===== config.mk =====
export PLATFORM = sky130hd
export DESIGN_NAME = uart_rx_pkt_ctrl
export DESIGN_NICKNAME = d
export VERILOG_FILES = /design/src/rtl/uart_rx_pkt_ctrl.sv
export SDC_FILE = /design/constraint.sdc
export NUM_CORES = 1
export LEC_CHECK = 0
export ABC_AREA = 1
export CAP_MARGIN = 10
export CORE_MARGIN = 5
export CORE_UTILIZATION = 36
export CTS_CLUSTER_SIZE = 14
export DETAILED_ROUTE_END_ITERATION = 12
export DONT_BUFFER_PORTS = 1
export PLACE_DENSITY = 0.58
export SLEW_MARGIN = 20
export SYNTH_ARGS = -nofsm -noshare
export SYNTH_HDL_FRONTEND = slang
export SYNTH_SLANG_ARGS = --single-unit
export TNS_END_PERCENT = 50

===== constraint.sdc =====
create_clock -name clk -period 2.9 [get_ports clk]
set_input_delay 0.725 -clock clk [delete_from_list [all_inputs] [get_ports clk]]
set_output_delay 0.725 -clock clk [all_outputs]
set_load 0.01 [all_outputs]

===== src/rtl/uart_rx_pkt_ctrl.sv =====
// uart_rx_pkt_ctrl: frames UART bytes into checksummed packets and holds them for a downstream consumer
module uart_rx_pkt_ctrl #(
    parameter int         MAX_LEN = 16,
    parameter int         TIMEOUT = 50000,
    parameter logic [7:0] HDR     = 8'hAA
) (
    input  logic                       clk,
    input  logic                       rst,
    output logic                       rx_en_sig,
    input  logic                       rx_done_sig,
    input  logic [7:0]                 rx_data,
    output logic                       pkt_valid,
    output logic [7:0]                 pkt_len,
    input  logic                       pkt_ack,
    input  logic [$clog2(MAX_LEN)-1:0] rd_addr,
    output logic [7:0]                 rd_data,
    output logic                       err_pulse,
    output logic [1:0]                 err_code
);
    localparam int AW = $clog2(MAX_LEN);
    localparam int TW = $clog2(TIMEOUT + 1);

    typedef enum logic [2:0] {HUNT, LEN, DATA, CSUM, HOLD} state_t;

    state_t         state, nxt;
    logic [7:0]     len, sum, cnt;
    logic [TW-1:0]  tmr;
    logic [7:0]     mem [MAX_LEN];
    logic           err_n, tmo;
    logic [1:0]     code_n;

    assign tmo     = tmr == TW'(TIMEOUT - 1);
    assign pkt_len = len;
    assign rd_data = mem[rd_addr];

    // next state and error decode; a strobe always takes priority over the timeout
    always_comb begin
        nxt    = state;
        err_n  = 1'b0;
        code_n = 2'd0;
        case (state)
            HUNT: if (rx_done_sig && rx_data == HDR) nxt = LEN;
            LEN: begin
                if (rx_done_sig) begin
                    if (rx_data == 8'd0 || rx_data > 8'(MAX_LEN)) begin
                        nxt    = HUNT;
                        err_n  = 1'b1;
                        code_n = 2'd1;
                    end else begin
                        nxt = DATA;
                    end
                end else if (tmo) begin
                    nxt    = HUNT;
                    err_n  = 1'b1;
                    code_n = 2'd3;
                end
            end
            DATA: begin
                if (rx_done_sig) begin
                    if (cnt == len - 8'd1) nxt = CSUM;
                end else if (tmo) begin
                    nxt    = HUNT;
                    err_n  = 1'b1;
                    code_n = 2'd3;
                end
            end
            CSUM: begin
                if (rx_done_sig) begin
                    if (rx_data == sum) begin
                        nxt = HOLD;
                    end else begin
                        nxt    = HUNT;
                        err_n  = 1'b1;
                        code_n = 2'd2;
                    end
                end else if (tmo) begin
                    nxt    = HUNT;
                    err_n  = 1'b1;
                    code_n = 2'd3;
                end
            end
            HOLD: if (pkt_ack) nxt = HUNT;
            default: nxt = HUNT;
        endcase
    end

    // state, datapath and registered outputs; valid and enable are both derived from the next state
    always_ff @(posedge clk or posedge rst) begin
        if (rst) begin
            state     <= HUNT;
            len       <= 8'd0;
            sum       <= 8'd0;
            cnt       <= 8'd0;
            tmr       <= '0;
            rx_en_sig <= 1'b0;
            pkt_valid <= 1'b0;
            err_pulse <= 1'b0;
            err_code  <= 2'd0;
        end else begin
            state     <= nxt;
            tmr       <= (nxt != state || rx_done_sig || state == HUNT || state == HOLD) ? '0 : tmr + 1'b1;
            rx_en_sig <= nxt != HOLD;
            pkt_valid <= nxt == HOLD;
            err_pulse <= err_n;
            err_code  <= err_n ? code_n : err_code;
            if (state == LEN && nxt == DATA) begin
                len <= rx_data;
                sum <= rx_data;
                cnt <= 8'd0;
            end else if (state == DATA && rx_done_sig) begin
                sum <= sum + rx_data;
                cnt <= cnt + 8'd1;
            end
        end
    end

    // payload buffer is not reset and is written only while collecting payload
    always_ff @(posedge clk) begin
        if (state == DATA && rx_done_sig) mem[cnt[AW-1:0]] <= rx_data;
    end
endmodule


==> out/qor.yml, run 1 <==
detailedPlacementHpwl_um: 12300
synth_edf_count: 128
slew_viol_final: 0
number_of_warnings_issued_by_yosys: 0
ir_drop_worst_case_vdd_v: 0.000385
post_cts.repair.setup_buffers: 0
syn_nets: 785
finalSetupViolCount: 0
max-clock-path-buffers: 2
power.static_leakage_nw: 3.65
place_ws_ns: 0.585
cts_hold_buf: 0
synth.yosys.seq_area_share: 0.620
io_buffer_count: 0
wire_per_inst_um: 17.3
endpoint_kind: "output pin"
synth_largest_area_cell: "sky130_fd_sc_hd__edfxtp_1"
period_share: 0.783
grt_pass1_vias: 5254
worstSetupStartpointType: "primary input"
start_util: 0.363
timing.critical_path.buf_inv: 2
detail_route.vias_per_cell: 4.91
postSynthAreaPerCell_um2: 10.8
resized_cells_post_cts: 0
total_number_of_clock_tree_sinks: 176
type_of_the_worst_setup_path: "in -> out"
final_net_count: 803
required_time_at_the_endpoint_of_the_critical_path_ns: 2.17
route.detailed.drc: 0
cts_root_buffer: "sky130_fd_sc_hd__clkbuf_16"
routed_wire_length_um: 18500
worst_path_dominant_cell_family: "buffers and inverters"
core_area_um2: 22400
finalCriticalPeriod_ns: 2.27
dp_cells: 1039
min-delay-path-class: "in -> async"
die_y_um: 160
num_vias: 5259
multiInputGateArea_um2: 2610
drtIter0Drc: 410
hold_ws_ns: 0.275
totalNegativeSetupSlack_ns: 0
grtUsageTotal: 0.150
setup_ws_ns: 0.630
ios: 37
postSynthRegisterBits: 176
ff_latch_area_um2: 5040
fillers: 2141
syn_to_layout_area_delta_pct: 12.6
finalWeightedCongestion: 0.811
max-cap-violations: 0
clkTransAtPathRegs_ns: 0.07
post_synth_inst_count: 755
power_density_nw_per_um2: 572
synth_area_um2: 8140
cpPeakStageDelay_ns: 0.21
finalHoldViolCount: 0
outcome: "complete, no violations"
grt_overflow: 0
fin_util: 0.408
tightestPinTransition_ns: 0.691
synth_top_flop_cell: "sky130_fd_sc_hd__edfxtp_1"
drive_above_1_share: 0.108
max_freq_mhz: 441
grt_antenna_before_repair: 0
antenna-diode-count: 0
async_reset_ff_frac: 0.273
unrepaired_setup_endpoints_after_global_routing: "false"
yosys.cell_types.count: 35
grt_first_pass_wirelength_um: 29800
synth_area_leaders: "sky130_fd_sc_hd__edfxtp_1, sky130_fd_sc_hd__dfrtp_1, sky130_fd_sc_hd__nand2_1, sky130_fd_sc_hd__inv_1, sky130_fd_sc_hd__mux2i_1"
cts_tree: "built"
floorplan.die_area_um2: 25700
detailed_place.area_um2: 8570
drt.antenna.violating_nets: 0
clock_latency_ns: 0.44
tritoncts_buffers: 17
drt_pass1_iterations: 4
final_design_area_no_fill_um2: 9160
cell_at_the_slowest_stage_of_the_critical_path: "sky130_fd_sc_hd__buf_4"
largest_fanout_of_any_net_on_the_critical_path: 33
htreeDepth: 4
critPathArrivalTime_ns: 1.54
skew_ns: 0.0167
critical_path.cell_chain: "inv_1 > buf_4 > o21ai_0 > o211ai_1 > nand2_1"
rows: 55
slew_headroom: 0.539
grt_max_degree: 97
die_w_um: 160
yosysTopAreaCellShare: 0.472
layoutNonFillerInstCount: 1071
total_power_mw: 5.24
[routing by layer]
layer | GRT usage | routed length [um] | up-vias
met5 | 0 | 0 | -
met4 | 0.0450 | 241 | 0
met3 | 0.0405 | 1340 | 15
met2 | 0.232 | 8480 | 117
met1 | 0.208 | 8440 | 2483
li1 | - | - | 2644
[area by class of cell]
class | instances | share of cell area
clock buffer | 17 | 0.0464
clock inverter | 15 | 0.0186
inverter | 96 | 0.0393
multi-input combinational | 456 | 0.285
sequential | 176 | 0.551
tap | 285 | 0.0389
timing repair buffer | 26 | 0.0213
[cells by family after synthesis]
family | after synthesis | share of synthesized area
adders and majority gates | 14 | 0.0224
buffers and inverters | 123 | 0.0596
xor gates and xnor gates | 23 | 0.0247
AOI/OAI and AO/OA | 140 | 0.0990
DFF | 176 | 0.620
and+or+nand+nor | 247 | 0.135
muxes | 32 | 0.0393
[synthesized netlist by cell type, types with 2 or more instances]
cell type and n:
sky130_fd_sc_hd__o31ai_1 2, sky130_fd_sc_hd__a21oi_1 40, sky130_fd_sc_hd__buf_4 2, sky130_fd_sc_hd__nand2_2 6, sky130_fd_sc_hd__buf_2 7, sky130_fd_sc_hd__nor3_1 8
sky130_fd_sc_hd__mux2i_1 32, sky130_fd_sc_hd__inv_1 92, sky130_fd_sc_hd__xor2_1 16, sky130_fd_sc_hd__dfrtp_1 48, sky130_fd_sc_hd__nand3_1 40, sky130_fd_sc_hd__nand2_1 102
sky130_fd_sc_hd__nor4_1 2, sky130_fd_sc_hd__ha_1 13, sky130_fd_sc_hd__buf_1 3, sky130_fd_sc_hd__xnor2_1 7, sky130_fd_sc_hd__nand4_1 10, sky130_fd_sc_hd__nor2_2 11
sky130_fd_sc_hd__o211ai_1 37, sky130_fd_sc_hd__o21ai_0 59, sky130_fd_sc_hd__edfxtp_1 128, sky130_fd_sc_hd__inv_2 4, sky130_fd_sc_hd__nor2_1 61, sky130_fd_sc_hd__clkbuf_1 14
[final timing paths]
check                             endpoint  cells past startpoint  startpoint  slack, ns
worst max-delay path            rd_data[6]                      5  rd_addr[1]       0.63
worst max register to register      tmr[3]                     14  pkt_len[0]       0.66
max in group asynchronous           tmr[2]                      2         rst       1.99
min in group clk                mem[13][6]                      0  rx_data[6]       0.38
worst min register to register      tmr[0]                      1      tmr[0]       0.47
worst min-delay path            pkt_len[5]                      1         rst       0.28
[power breakdown]
| part | leakage (nW) | switching (mW) | internal [mW] |
|---|---|---|---|
| logic | 1.60 | 0.142 | 0.0920 |
| clock network | 0.291 | 1.10 | 1.16 |
| registers | 1.76 | 0.0248 | 2.72 |
| total | 3.65 | 1.27 | 3.97 |
[cell usage in the layout (no fill, tap or decap), types with 2 or more instances in the layout]
cell type	n
sky130_fd_sc_hd__nor2_1	61
sky130_fd_sc_hd__o31ai_1	2
sky130_fd_sc_hd__edfxtp_1	128
sky130_fd_sc_hd__nand2_2	6
sky130_fd_sc_hd__inv_8	2
sky130_fd_sc_hd__nand4_1	10
sky130_fd_sc_hd__buf_4	26
sky130_fd_sc_hd__nor4_1	2
sky130_fd_sc_hd__clkbuf_16	17
sky130_fd_sc_hd__dfrtp_1	48
sky130_fd_sc_hd__nor2_2	11
sky130_fd_sc_hd__o21ai_0	59
sky130_fd_sc_hd__ha_1	13
sky130_fd_sc_hd__clkinv_8	5
sky130_fd_sc_hd__nand2_1	102
sky130_fd_sc_hd__mux2i_1	32
sky130_fd_sc_hd__nor3_1	8
sky130_fd_sc_hd__o211ai_1	37
sky130_fd_sc_hd__inv_6	6
sky130_fd_sc_hd__inv_2	5
sky130_fd_sc_hd__a21oi_1	40
sky130_fd_sc_hd__xor2_1	16
sky130_fd_sc_hd__inv_1	91
sky130_fd_sc_hd__nand3_1	40
sky130_fd_sc_hd__xnor2_1	7
[flip-flops by register name (all words and copies together), names as in the netlist]
signal     cells
rx_en_sig      1
pkt_len        8
sum            8
pkt_valid      1
mem          128
err_pulse      1
tmr           16
state          3
err_code       2
cnt            8
Power figures use the tool's default switching activity.
==> inputs of run 2 (changes only) <==
==> constraint.sdc (replaced) <==
create_clock -name clk -period 2.2 [get_ports clk]
set_input_delay 0.55 -clock clk [delete_from_list [all_inputs] [get_ports clk]]
set_output_delay 0.55 -clock clk [all_outputs]
set_load 0.01 [all_outputs]
==> out/qor.yml, run 2 (synthesized netlist as in run 1, its figures left out) <==
grt_overflow: 0  # unchanged
layout.cells.most_common_list: "sky130_fd_sc_hd__edfxtp_1, sky130_fd_sc_hd__nand2_1, sky130_fd_sc_hd__inv_1"
max-clock-path-buffers: 2  # unchanged
worstSetupStartpointType: "flop"
endpoint_kind: "output pin"
rows: 55  # unchanged
tritoncts_buffers: 17  # unchanged
detailedPlacementHpwl_um: 11500  # -7.0%
type_of_the_worst_setup_path: "reg -> out"
largest_fanout_of_any_net_on_the_critical_path: 1  # -97%
power.static_leakage_nw: 3.66  # +0.36%
routed_wire_length_um: 18100  # -2.4%
min-delay-path-class: "in -> async"
grt_first_pass_wirelength_um: 29000  # -2.9%
finalSetupViolCount: 0  # unchanged
critical_path.cell_chain: "inv_1 > a21oi_1 > o21ai_0 > o21ai_0 > buf_4 > o211ai_1 > nand2_1"
tightestPinTransition_ns: 0.415  # -0.276 ns
outcome: "complete, no violations"
timing.critical_path.buf_inv: 2  # unchanged
drt_pass1_iterations: 6  # +2
detail_route.vias_per_cell: 4.97  # +1.2%
critPathArrivalTime_ns: 1.56  # +0.02 ns
finalCriticalPeriod_ns: 2.11
required_time_at_the_endpoint_of_the_critical_path_ns: 1.65  # -0.52 ns
period_share: 0.960
slew_headroom: 0.722  # +0.184
drtIter0Drc: 330  # -20%
start_util: 0.363  # unchanged
antenna-diode-count: 0  # unchanged
cpPeakStageDelay_ns: 0.37  # +0.16 ns
capture_instance_of_the_worst_register_to_register_path: "cnt[5]"
clock_latency_ns: 0.42  # -0.02 ns
power_density_nw_per_um2: 771  # +35%
worst_path_dominant_cell_family: "compound AO/OA/AOI/OAI gates"
wire_per_inst_um: 16.9  # -2.4%
floorplan.die_area_um2: 25700  # unchanged
ir_drop_worst_case_vdd_v: 0.000478  # +24%
ios: 37  # unchanged
total_number_of_clock_tree_sinks: 176  # unchanged
slew_viol_final: 0  # unchanged
place_ws_ns: 0.176  # -0.409 ns
number_of_flip_flops_under_the_largest_register_name: 128  # unchanged
cts_tree: "built"
startpoint: "mem[13][5]"
fillers: 2200  # +2.8%
die_y_um: 160  # unchanged
skew_ns: 0.0112  # -0.00552 ns
ff_latch_area_um2: 5040  # unchanged
max-cap-violations: 0  # unchanged
cell_at_the_slowest_stage_of_the_critical_path: "sky130_fd_sc_hd__edfxtp_1"
grtUsageTotal: 0.144  # -0.00562
htreeDepth: 4  # unchanged
cts_hold_buf: 0  # unchanged
unrepaired_setup_endpoints_after_global_routing: "true"
grt_pass1_vias: 5363  # +2.1%
multiInputGateArea_um2: 2620  # +0.19%
route.detailed.drc: 0  # unchanged
io_buffer_count: 0  # unchanged
grt_antenna_before_repair: 0  # unchanged
finalHoldViolCount: 0  # unchanged
finalWeightedCongestion: 0.809  # -0.28%
hold_ws_ns: 0.0481  # -0.227 ns
final_net_count: 804  # +0.12%
crit_path_frequent_cell: "sky130_fd_sc_hd__o21ai_0"
r2r_cells: 11  # -3
num_vias: 5320  # +1.2%
core_area_um2: 22400  # unchanged
post_cts.repair.setup_buffers: 0  # unchanged
syn_to_layout_area_delta_pct: 13.2
timing.rr.start: "tmr[0]"
setup_ws_ns: 0.0878  # -0.542 ns
clkTransAtPathRegs_ns: 0.07  # about the same
grt_max_degree: 97  # unchanged
drive_above_1_share: 0.106  # -0.00254
die_w_um: 160  # unchanged
total_power_mw: 7.11  # +36%
cts_root_buffer: "sky130_fd_sc_hd__clkbuf_16"
max_freq_mhz: 473
layout.cells.most_common: "sky130_fd_sc_hd__edfxtp_1"
r2r_setup_slack_ns: 0.31  # -0.35 ns
drt.antenna.violating_nets: 0  # unchanged
-- run 2: cell types whose count changed in the layout (fill, tap and decap cells not counted), sizes merged --
cell      change
inv           -5
clkbuf        +1
bufinv        +4
buf           +1
clkinv        -4
clkinvlp      +3
-- run 2: worst register-to-register path: stages (launching register included) --
cell and delay [ns]:
sky130_fd_sc_hd__dfrtp_1 0.37, sky130_fd_sc_hd__ha_1 0.22, sky130_fd_sc_hd__nand3_1 0.14, sky130_fd_sc_hd__nor2_1 0.15, sky130_fd_sc_hd__nand2_1 0.09, sky130_fd_sc_hd__nand2_1 0.08, sky130_fd_sc_hd__nand2_2 0.06, sky130_fd_sc_hd__nand2_2 0.09
sky130_fd_sc_hd__inv_2 0.04, sky130_fd_sc_hd__nand2_2 0.31, sky130_fd_sc_hd__o21ai_0 0.16, sky130_fd_sc_hd__nor2_1 0.11
-- run 2: final cells by class --
class	instances	share of cell area
Clock buffer	18	0.0466
Clock inverter	13	0.0201
Inverter	96	0.0391
Multi-Input combinational cell	456	0.284
Sequential cell	176	0.547
Tap cell	285	0.0387
Timing Repair Buffer	27	0.0247
-- run 2: metal layers --
metal | routed length [um] | up-vias | track usage
li1 | - | 2639 | -
met1 | 8660 | 2555 | 0.198
met2 | 8270 | 114 | 0.230
met5 | 0 | - | 0
met3 | 927 | 12 | 0.0380
met4 | 198 | 0 | 0.0379
-- run 2: how the worst max path moves through the flow --
stage,to,slack (ns),depth (start not counted)
2_1_floorplan,rd_data[3],0.05,7
3_3_place_gp,sum[6],0.20,9
3_5_place_dp,sum[6],0.18,9
4_1_cts,rd_data[5],0.04,7
5_1_grt,rd_data[5],-0.05,7
6_report,rd_data[5],0.09,7
-- run 2: where the power goes --
part           switching, mW  internal [mW]
Sequential            0.0292           3.59
Combinational          0.194          0.130
Clock                   1.27           1.90
Total                   1.49           5.62
-- run 2: timing repair --
action / 4_1_cts / 5_1_grt
endpoints found under the setup margin: 0 / 17
endpoints found under the hold margin: 0 / 0
gates resized for setup: 0 / 1
-- run 2: stage by stage --
step	area, um2	setup TNS, ns	cells	utilization
after detailed placement	8600	0	1040	0.383
after global routing	9220	-0.0527	1071	0.411
after floorplan	8140	0	755	-
after global placement	8600	0	1040	0.383
after CTS	9210	0	1071	0.411
final	9220	0	1071	0.411
==> inputs of run 3 (changes only) <==
--- a/config.mk
+++ b/config.mk
@@ -12,6 +12,7 @@
 export CTS_CLUSTER_SIZE = 14
 export DETAILED_ROUTE_END_ITERATION = 12
 export DONT_BUFFER_PORTS = 1
+export HOLD_SLACK_MARGIN = 0.1
 export PLACE_DENSITY = 0.58
 export SLEW_MARGIN = 20
 export SYNTH_ARGS = -nofsm -noshare
==> out/qor.yml, run 3 (synthesized netlist as in run 1, its figures left out) <==
outcome: "complete, no violations"
cpPeakStageDelay_ns: 0.37  # about the same
antenna-diode-count: 0  # unchanged
dp_cells: 1040  # unchanged
syn_to_layout_area_delta_pct: 13.4
start_util: 0.363  # unchanged
total_number_of_clock_tree_sinks: 176  # unchanged
routed_wire_length_um: 18000  # -0.12%
die_y_um: 160  # unchanged
htreeDepth: 4  # unchanged
unrepaired_setup_endpoints_after_global_routing: "true"
switching_share_of_total_power: 0.210  # +0.000329
max-cap-violations: 0  # unchanged
required_time_at_the_endpoint_of_the_critical_path_ns: 1.65  # about the same
power_density_nw_per_um2: 770  # about the same
skew_ns: 0.0110  # -0.000234 ns
grt_antenna_before_repair: 0  # unchanged
detailed_place.area_um2: 8600  # unchanged
largest_fanout_of_any_net_on_the_critical_path: 1  # unchanged
final_net_count: 805  # +0.12%
clkTransAtPathRegs_ns: 0.07  # about the same
io_buffer_count: 0  # unchanged
critical_path.cell_chain: "inv_1 > a21oi_1 > o21ai_0 > o21ai_0 > buf_4 > o211ai_1 > nand2_1"
drtIter0Drc: 321  # -2.7%
core_area_um2: 22400  # unchanged
tritoncts_buffers: 17  # unchanged
endpoint_kind: "output pin"
grt_max_degree: 97  # unchanged
worst_path_dominant_cell_family: "compound AO/OA/AOI/OAI gates"
power_frac_clock: 0.446  # about the same
power.internal_mw: 5.62  # about the same
drive_above_1_share: 0.105  # -0.000134
p_seq_frac: 0.508  # about the same
drt.antenna.violating_nets: 0  # unchanged
grt_first_pass_wirelength_um: 29000  # about the same
fillers: 2200  # unchanged
drt_pass1_iterations: 5  # -1
slew_viol_final: 0  # unchanged
finalWeightedCongestion: 0.809  # unchanged
fin_util: 0.411  # +0.000447
slew_headroom: 0.727  # +0.00465
number_of_flip_flops_under_the_largest_register_name: 128  # unchanged
tightestPinTransition_ns: 0.408  # -0.00694 ns
min-delay-path-class: "in -> reg"
r2r_setup_slack_ns: 0.32  # about the same
finalSetupViolCount: 0  # unchanged
share_comb_of_total_power: 0.046  # about the same
critPathArrivalTime_ns: 1.56  # about the same
worstSetupStartpointType: "flop"
rows: 55  # unchanged
wire_per_inst_um: 16.8  # -0.22%
detailedPlacementHpwl_um: 11500  # unchanged
max_freq_mhz: 474  # about the same
crit_path_frequent_cell: "sky130_fd_sc_hd__o21ai_0"
period_share: 0.959  # about the same
floorplan.die_area_um2: 25700  # unchanged
final_design_area_no_fill_um2: 9230  # +0.11%
grtUsageTotal: 0.145  # about the same
max-clock-path-buffers: 2  # unchanged
detail_route.vias_per_cell: 4.99  # +0.39%
power.static_leakage_nw: 3.67  # +0.11%
num_vias: 5346  # +0.49%
grt_pass1_vias: 5373  # +0.19%
die_w_um: 160  # unchanged
clock_latency_ns: 0.42  # about the same
cell_at_the_slowest_stage_of_the_critical_path: "sky130_fd_sc_hd__edfxtp_1"
timing.critical_path.buf_inv: 2  # unchanged
finalHoldViolCount: 0  # unchanged
type_of_the_worst_setup_path: "reg -> out"
layout.cells.most_common_list: "sky130_fd_sc_hd__edfxtp_1, sky130_fd_sc_hd__nand2_1, sky130_fd_sc_hd__inv_1"
ir_drop_worst_case_vdd_v: 0.000479  # about the same
layoutNonFillerInstCount: 1072  # +0.093%
cts_tree: "built"
finalCriticalPeriod_ns: 2.11  # -0.00154 ns
ios: 37  # unchanged
cts_root_buffer: "sky130_fd_sc_hd__clkbuf_16"
route.detailed.drc: 0  # unchanged
post_cts.repair.setup_buffers: 0  # unchanged
layout.cells.most_common: "sky130_fd_sc_hd__edfxtp_1"
grt_overflow: 0  # unchanged
p_switching_mw: 1.49  # +0.22%
==> run 3: cell types whose count changed in the layout (fill, tap and decap cells not counted), sizes merged <==
cell,previous run,this run
dlygate4sd3,0,1
==> run 3: final cells by class <==
type	count	area, um2	share of cell area
clock buffer	18	429	0.0465
multi-input combinational	456	2620	0.283
tap	285	357	0.0386
timing repair buffer	28	238	0.0258
sequential	176	5040	0.547
clock inverter	13	185	0.0201
inverter	96	360	0.0390
==> run 3: per-layer routing <==
layer	global-route usage	share of wire
met5	0	0
met4	0.0379	0.011
met3	0.0380	0.057
met2	0.230	0.46
met1	0.198	0.48
==> run 3: path summary, 6_finish.rpt <==
kind,startpoint,endpoint,cells after the start
setup reg to reg,tmr[0],cnt[5],11
min in group asynchronous,rst,pkt_len[5],3
hold / removal,rx_data[5],mem[10][5],0
setup / recovery,mem[13][5],rd_data[5],7
max in group asynchronous,rst,tmr[6],3
hold reg to reg,tmr[0],tmr[0],1
==> run 3: what timing repair did <==
item | in CTS | in global routing
hold endpoints to repair | 48 | 0
resized for setup | 0 | 1
hold buffers | 1 | 0
setup endpoints to repair | 0 | 17
==> run 3: through the flow <==
step           setup TNS [ns]  worst slack, ns  hold WS, ns  power [mW]
2_1_floorplan               0           0.0524        0.433        3.96
3_3_place_gp                0            0.198        0.455        4.01
3_5_place_dp                0            0.176        0.471        4.01
4_1_cts                     0           0.0427        0.202        7.18
5_1_grt               -0.0527          -0.0527        0.195        7.36
6_report                    0           0.0893        0.224        7.11
==> run 3: worst reg2reg max path: stages (launching register included) <==
cell	delay (ns)
sky130_fd_sc_hd__dfrtp_1	0.37
sky130_fd_sc_hd__ha_1	0.22
sky130_fd_sc_hd__nand3_1	0.14
sky130_fd_sc_hd__nor2_1	0.15
sky130_fd_sc_hd__nand2_1	0.09
sky130_fd_sc_hd__nand2_1	0.08
sky130_fd_sc_hd__nand2_2	0.06
sky130_fd_sc_hd__nand2_2	0.09
sky130_fd_sc_hd__inv_2	0.04
sky130_fd_sc_hd__nand2_2	0.31
sky130_fd_sc_hd__o21ai_0	0.16
sky130_fd_sc_hd__nor2_1	0.11
==> run 3: power by group through the flow <==
stage | Sequential (mW) | Combinational, mW | Clock [mW]
floorplan | 3.68 | 0.281 | 0
global placement | 3.68 | 0.324 | 0
detailed placement | 3.68 | 0.326 | 0
CTS | 3.61 | 0.329 | 3.23
global route | 3.62 | 0.372 | 3.37
finish | 3.61 | 0.325 | 3.17
